### src/rtl/fu_pkg.sv
// fu_pkg: shared constants for the execute-stage function units
package fu_pkg;
  localparam int FU_WIDTH = 8;
  localparam int CNT_W = 3;
  localparam logic [1:0] DIV_IDLE = 2'd0;
  localparam logic [1:0] DIV_CALC = 2'd1;
  localparam logic [1:0] DIV_FIX  = 2'd2;
  localparam logic [FU_WIDTH-1:0] DIV_ZERO_QUOT = 8'hFF;
endpackage

### src/rtl/fu_sub8.sv
// fu_sub8: combinational 8-bit subtractor, din1 + ~din2 + 1
module fu_sub8 import fu_pkg::*; (
  input  logic [FU_WIDTH-1:0] din1,
  input  logic [FU_WIDTH-1:0] din2,
  output logic [FU_WIDTH-1:0] dout,
  output logic                borrow_out
);
  logic carry;
  assign {carry, dout} = {1'b0, din1} + {1'b0, ~din2} + {{FU_WIDTH{1'b0}}, 1'b1};
  assign borrow_out = ~carry;
endmodule

### src/rtl/fu_div8.sv
// fu_div8: iterative restoring divider, one quotient bit per clock, signed/unsigned
module fu_div8 import fu_pkg::*; (
  input  logic                clk,
  input  logic                rst_n,
  input  logic                start,
  input  logic                sign,
  input  logic [FU_WIDTH-1:0] din1,
  input  logic [FU_WIDTH-1:0] din2,
  output logic [FU_WIDTH-1:0] quot,
  output logic [FU_WIDTH-1:0] rem,
  output logic                busy,
  output logic                done,
  output logic                div_zero
);
  logic [1:0] state;
  logic [CNT_W-1:0] cnt;
  logic [FU_WIDTH-1:0] p, q, d, diff;
  logic [FU_WIDTH:0] t;
  logic neg_q, neg_r, borrow, take;
  assign t = {p, q[FU_WIDTH-1]};
  // T[8] set means T already exceeds any 8-bit divisor
  assign take = t[FU_WIDTH] | ~borrow;
  fu_sub8 u_sub (.din1(t[FU_WIDTH-1:0]), .din2(d), .dout(diff), .borrow_out(borrow));
  always_ff @(posedge clk or negedge rst_n) begin
    if (!rst_n) begin
      state <= DIV_IDLE;
      cnt <= '0;
      p <= '0;
      q <= '0;
      d <= '0;
      neg_q <= 1'b0;
      neg_r <= 1'b0;
      quot <= '0;
      rem <= '0;
      busy <= 1'b0;
      done <= 1'b0;
      div_zero <= 1'b0;
    end else begin
      done <= 1'b0;
      if (state == DIV_IDLE) begin
        if (start && din2 == '0) begin
          quot <= DIV_ZERO_QUOT;
          rem <= din1;
          div_zero <= 1'b1;
          done <= 1'b1;
        end else if (start) begin
          neg_q <= sign & (din1[FU_WIDTH-1] ^ din2[FU_WIDTH-1]);
          neg_r <= sign & din1[FU_WIDTH-1];
          q <= (sign & din1[FU_WIDTH-1]) ? -din1 : din1;
          d <= (sign & din2[FU_WIDTH-1]) ? -din2 : din2;
          p <= '0;
          cnt <= '0;
          busy <= 1'b1;
          state <= DIV_CALC;
        end
      end else if (state == DIV_CALC) begin
        p <= take ? diff : t[FU_WIDTH-1:0];
        q <= {q[FU_WIDTH-2:0], take};
        cnt <= cnt + 1'b1;
        state <= (cnt == CNT_W'(FU_WIDTH - 1)) ? DIV_FIX : DIV_CALC;
      end else begin
        quot <= neg_q ? -q : q;
        rem <= neg_r ? -p : p;
        div_zero <= 1'b0;
        done <= (state == DIV_FIX);
        busy <= 1'b0;
        state <= DIV_IDLE;
      end
    end
  end
endmodule
### config.mk
export PLATFORM = sky130hd
export DESIGN_NAME = fu_div8
export DESIGN_NICKNAME = d
export VERILOG_FILES = /design/src/rtl/fu_pkg.sv /design/src/rtl/fu_sub8.sv /design/src/rtl/fu_div8.sv
export SDC_FILE = /design/constraint.sdc
export NUM_CORES = 1
export LEC_CHECK = 0
export CAP_MARGIN = 20
export CORE_AREA = 2 2 75 77
export DETAILED_ROUTE_END_ITERATION = 8
export DIE_AREA = 0 0 77 79
export HOLD_SLACK_MARGIN = 0.1
export PLACE_DENSITY = 0.84
export SETUP_SLACK_MARGIN = 0.02
export SLEW_MARGIN = 20
export SYNTH_ARGS = -nofsm -noshare
export SYNTH_HDL_FRONTEND = slang
export SYNTH_SLANG_ARGS = --single-unit
### constraint.sdc
create_clock -name clk -period 4.3 [get_ports clk]
set_input_delay 0.645 -clock clk [delete_from_list [all_inputs] [get_ports clk]]
set_output_delay 0.645 -clock clk [all_outputs]
set_load 0.03 [all_outputs]
# Word level (Yosys, flattened, before mapping)
# Cells that the tools add are included.
# totals
register_bits	50
word_cells	79
latch_bits	0
memories	0
romBits	0
in_bits	20
ramBits	0
# classes
n_mux	37
shifts	0
addsub	7
n_mul	0
eq_ne	7
order_cmp	0
div_mod_pow	0
n_reduce_logical	9
bitwise	7
# op_table
operator	count
two-way mux 8 bit	19
negator 8 bit	4
two-way mux 3 bit	4
two-way mux 2 bit	5
adder 8 x 8 -> 9 bit	1
adder 9 x 1 -> 9 bit, second input constant	1
two-way mux 1 bit	9
AND reduction 3 bit	3
zero test 8 bit	1
inverter 8 bit	1
inequality test 2 bit, second input constant	3
AND reduction 2 bit	2
adder 3 x 1 -> 3 bit, second input constant	1
AND 1 bit	3
equality test 3 bit, second input constant	1
equality test 2 x 1 -> 1 bit, second input constant	1
equality test 2 bit, second input constant	1
zero test 2 bit	1
inequality test 2 x 1 -> 1 bit, second input constant	1
nonzero test 2 bit	1
logical AND 1 bit	1
inverter 1 bit	1
OR 1 bit	1
bitwise XOR 1 bit	1

# Longest topological paths before layout
# depth
depth_word	7
ltp_mapped	9

# By module
# From an unflattened synthesis, not the netlist that was laid out.
# unflattened
hier_cells	327
hier_area_um2	3125.5
# modules_own_cells
mod	cells_per_inst	n_inst	area_each_um2
fu_div8	282	1	2788.9
fu_sub8	45	1	336.6

# Worst setup path after synthesis
# Ideal clock, no wire load.
# synth_path
path_type	register -> register
startpoint	register q[7]
endpoint	register p[3]
setup_time_ns	0.129
path_slack_ns	2.125
stages_incl_launch_ff	10
n_path_buf	1
arrival_time_ns	2.046
path_cell_list	dfrtp_1 inv_1 ha_1 fa_1 nand2b_1 a2111oi_2 nor2_1 buf_2 a32oi_1 o31ai_1
# synth_between
elab_chain_len	6
# synth_lines
item	line_no	source
start, declared	fu_div8.sv:17	logic [FU_WIDTH-1:0] p, q, d, diff;
start signal, assigned	fu_div8.sv:49	q <= (sign & din1[FU_WIDTH-1]) ? -din1 : din1;
start signal, assigned	fu_div8.sv:58	q <= {q[FU_WIDTH-2:0], take};
adder 8 x 8 -> 9 bit *	fu_sub8.sv:9	assign {carry, dout} = {1'b0, din1} + {1'b0, ~din2} + {{FU_WIDTH{1'b0}}, 1'b1};
adder 9 x 1 -> 9 bit *	fu_sub8.sv:9	
OR 1 bit	fu_div8.sv:22	assign take = t[FU_WIDTH] | ~borrow;
two-way mux 8 bit *	fu_div8.sv:57	p <= take ? diff : t[FU_WIDTH-1:0];
two-way mux 8 bit *	fu_div8.sv:56	end else if (state == DIV_CALC) begin
two-way mux 8 bit *	fu_div8.sv:40	if (state == DIV_IDLE) begin
end signal, assigned	fu_div8.sv:57	
end, declared	fu_div8.sv:17	
# Every way passes the cells marked *; elsewhere a longest branch is shown, timed or not. The select of a mux whose other input is x is not followed.
# A chain may end at the register's enable or synchronous reset.

# Worst setup path in the final report
# layout_path
startpoint	input din2[1]
endpoint	register q[0]
# layout_between
elab_chain_len	4
# layout_lines
item	line_no	source
start, declared	fu_div8.sv:8	input logic [FU_WIDTH-1:0] din2,
zero test 8 bit	fu_div8.sv:41	if (start && din2 == '0) begin
logical AND 1 bit	fu_div8.sv:41	
inequality test 2 bit (no source line)	-	
AND reduction 3 bit (no source line)	-	
# No other way between the ends.

==> reports/metrics.cfg <==
[clocking]
cts_buffers = 5
root_buffer = clkbuf_8
post-cts-setup-buffers = 0
cts_hold_repair.buffers = 0
cts_resized = 0
clkSinkCount = 50
cts.path.max_buffers = 2
cts.htree.levels = 2
clock_latency_ns = 0.31
cts_tree = built
path_clk_slew_ns = 0.09

[setup_path]
path_max_fanout = 26
cp_slowest_stage_delay_ns = 0.60
worstPathRequired_ns = 4.50
arrival_ns = 2.64
crit_buf_inv = 2
worstSetupPathType = in -> reg
cp-end-kind = flop
critPathLaunchType = input pin
crit_chain = clkdlybuf4s50_1, inv_1, ha_1, nor3b_4, nand2_2, a31oi_4, a211oi_1, a21o_1
crit_slowest_cell = a31oi_4
timing.rr.start = q[7]
path_delay_family = compound AO/OA/AOI/OAI gates
startpoint = din2[1]

[synthesis]
synth_area_mm2 = 0.003027
synth_cell_types = 50
synth-adder-area-share_pct = 6.449
synth-xor-area-share_pct = 7.524
ys_top_cells_by_area = dfrtp_1 41%, ha_1 5.8%, o21ai_0 5.6%
synth_compound_area_share_pct = 21.41
yosysWarnings = 0
yosys.area.top_type_share_pct = 41.34
syn_nets = 369
ys_seq_elements = 50
ys.flop_type = dfrtp_1
seq_area_frac_synth_pct = 41.34
avgSynthCellArea_um2 = 9.062
synth-edff-count = 0
synth_top_family_by_area = compound AO/OA/AOI/OAI gates
synthSimpleGateAreaFrac_pct = 17.03
synth_cells = 334
synthArstFlopShare_pct = 100.0
netlist.top_cell.by_area = dfrtp_1
muxShareOfSynthArea_pct = 1.654

[drt]
dr_total_vias = 2564
dr.first_iter.drc_count = 159
routedWlPerCell_um = 15.34
wl_um = 6734
drc = 0
vias_per_cell = 5.841
ant_nets = 0
drtPass1Iterations = 4

[power_and_ir_drop]
ir_drop_v = 0.0003738
finalPower_mw = 2.700
power.leakage_nw = 1.457
p_per_area_mw_per_mm2 = 769.2

[die]
rows = 27
ios = 39
die_area_mm2 = 0.006083
fp.dieW_um = 77
core_area_mm2 = 0.005338
die-height_um = 79
initial_core_util_pct = 56.70

[layout]
design_area_mm2 = 0.003510
num_antenna_cells = 0
fin_cells = 439
area_delta_synth_final_pct = 15.96
nets = 401
drive_above_1_share_pct = 4.632

[job]
drv_cap = 0

[global_route]
grt_start_max_net_pins = 51
grt_pass1_wl_um = 11480
antenna_found_initial = 0
first_global_vias = 2501
grt_usage_pct = 23.73
overflow = 0

[timing]
setup-violations-final = 0
relSlewSlack_pct = 42.20
fmax_mhz = 409.7
period_share_pct = 56.76
finalMaxSlewViolations = 0
worst_pin_slew_ns = 0.8639
hold_violations = 0
rsz0062_at_grt = false
setup_slack_ns = 1.859
setup-tns-final_ns = 0
clock_skew_ns = 0.008745
fin_crit_ns = 2.441

[placed_design]
place_congestion = 0.8567
place_hpwl_um = 5034
placed_area_mm2 = 0.003421
port_buffers = 38
dp_cells = 431
place_ws_ns = 1.575

[status]
status = complete, no violations

[worst_hold_path]
hold_path.class = in -> async

[worst reg2reg max path: stages (launching register included)]
cell and delay, ns:
dfrtp_1 0.35, inv_1 0.10, ha_1 0.24, fa_1 0.40, nand2b_1 0.20, a2111oi_2 0.34, nor2_1 0.26, a32oi_1 0.25
o31ai_1 0.09
[synthesized netlist by cell type, types with 2 or more instances]
| library cell | instances |
|---|---|
| a211oi_1 | 6 |
| a21oi_1 | 24 |
| a22o_1 | 2 |
| a31oi_1 | 3 |
| a32o_1 | 2 |
| a32oi_1 | 7 |
| and2_1 | 3 |
| and3_1 | 2 |
| buf_2 | 3 |
| buf_6 | 2 |
| clkbuf_1 | 7 |
| dfrtp_1 | 50 |
| ha_1 | 14 |
| inv_1 | 17 |
| mux2i_1 | 5 |
| nand2_1 | 40 |
| nand2b_1 | 3 |
| nand3_1 | 5 |
| nor2_1 | 30 |
| nor2b_1 | 3 |
| nor3_1 | 4 |
| o211ai_1 | 2 |
| o21ai_0 | 34 |
| o21ai_1 | 3 |
| o31ai_1 | 5 |
| o41ai_1 | 4 |
| or2_2 | 2 |
| or3_1 | 5 |
| or4_1 | 2 |
| xnor2_1 | 14 |
| xor2_1 | 12 |
[where the power goes]
part           total, mW  switching [mW]  internal, mW
Clock              0.269           0.154         0.115
Sequential         0.907           0.216         0.691
Combinational       1.52           0.863         0.660
[cell usage in the layout (no fill, tap or decap), types with 7 or more instances in the layout]
master            n
dfrtp_1          50
nand2_1          40
clkdlybuf4s50_1  37
o21ai_0          34
nor2_1           30
a21oi_1          24
inv_1            17
xnor2_1          14
ha_1             14
xor2_1           12
a32oi_1           7
[area by class of cell]
class	instances	area, um^2
Fill cell	478	1828
Timing Repair Buffer	38	377.9
Clock buffer	6	72.57
Inverter	18	67.56
Clock inverter	2	13.76
Sequential cell	50	1251
Tap cell	72	90.09
Multi-Input combinational cell	253	1637
[registers in the layout, summed over array words and instances (netlist names)]
signal,count
d,8
p,8
q,8
quot,8
rem,8
cnt,3
state,2
busy,1
div_zero,1
done,1
neg_q,1
neg_r,1
[routing by layer]
metal | track usage, % | wire [um]
met1 | 29.28 | 2868
met2 | 41.49 | 3350
met3 | 4.886 | 390
met4 | 8.571 | 125
met5 | 0 | 0
[path summary, 6_finish.rpt]
kind | end | slack, ns | cells past startpoint
worst max-delay path | q[0] | 1.86 | 8
worst min-delay path | rem[3] | 0.35 | 1
worst max register to register | p[3] | 1.92 | 8
worst min register to register | d[2] | 0.49 | 2
max in group asynchronous | p[2] | 3.54 | 1
min in group clk | d[2] | 0.49 | 2
[logic make-up (layout without fill, tap and decap cells)]
| kind of cell | Yosys count | count (layout) |
|---|---|---|
| simple gates | 106 | 106 |
| xor+xnor | 26 | 26 |
| buf+inv | 31 | 64 |
| compound gates | 101 | 101 |
| flops | 50 | 50 |
| fa+ha+maj | 15 | 15 |
| mux | 5 | 5 |
[stage by stage]
stage                     hold slack, ns  utilization, %
after global routing              0.3901           65.75
after detailed placement          0.4719           64.09
after global placement            0.4661           64.09
after floorplan                   0.3494               -
after CTS                         0.4923           65.71
final                             0.3459           65.75
(Power assumes the default switching activity.)
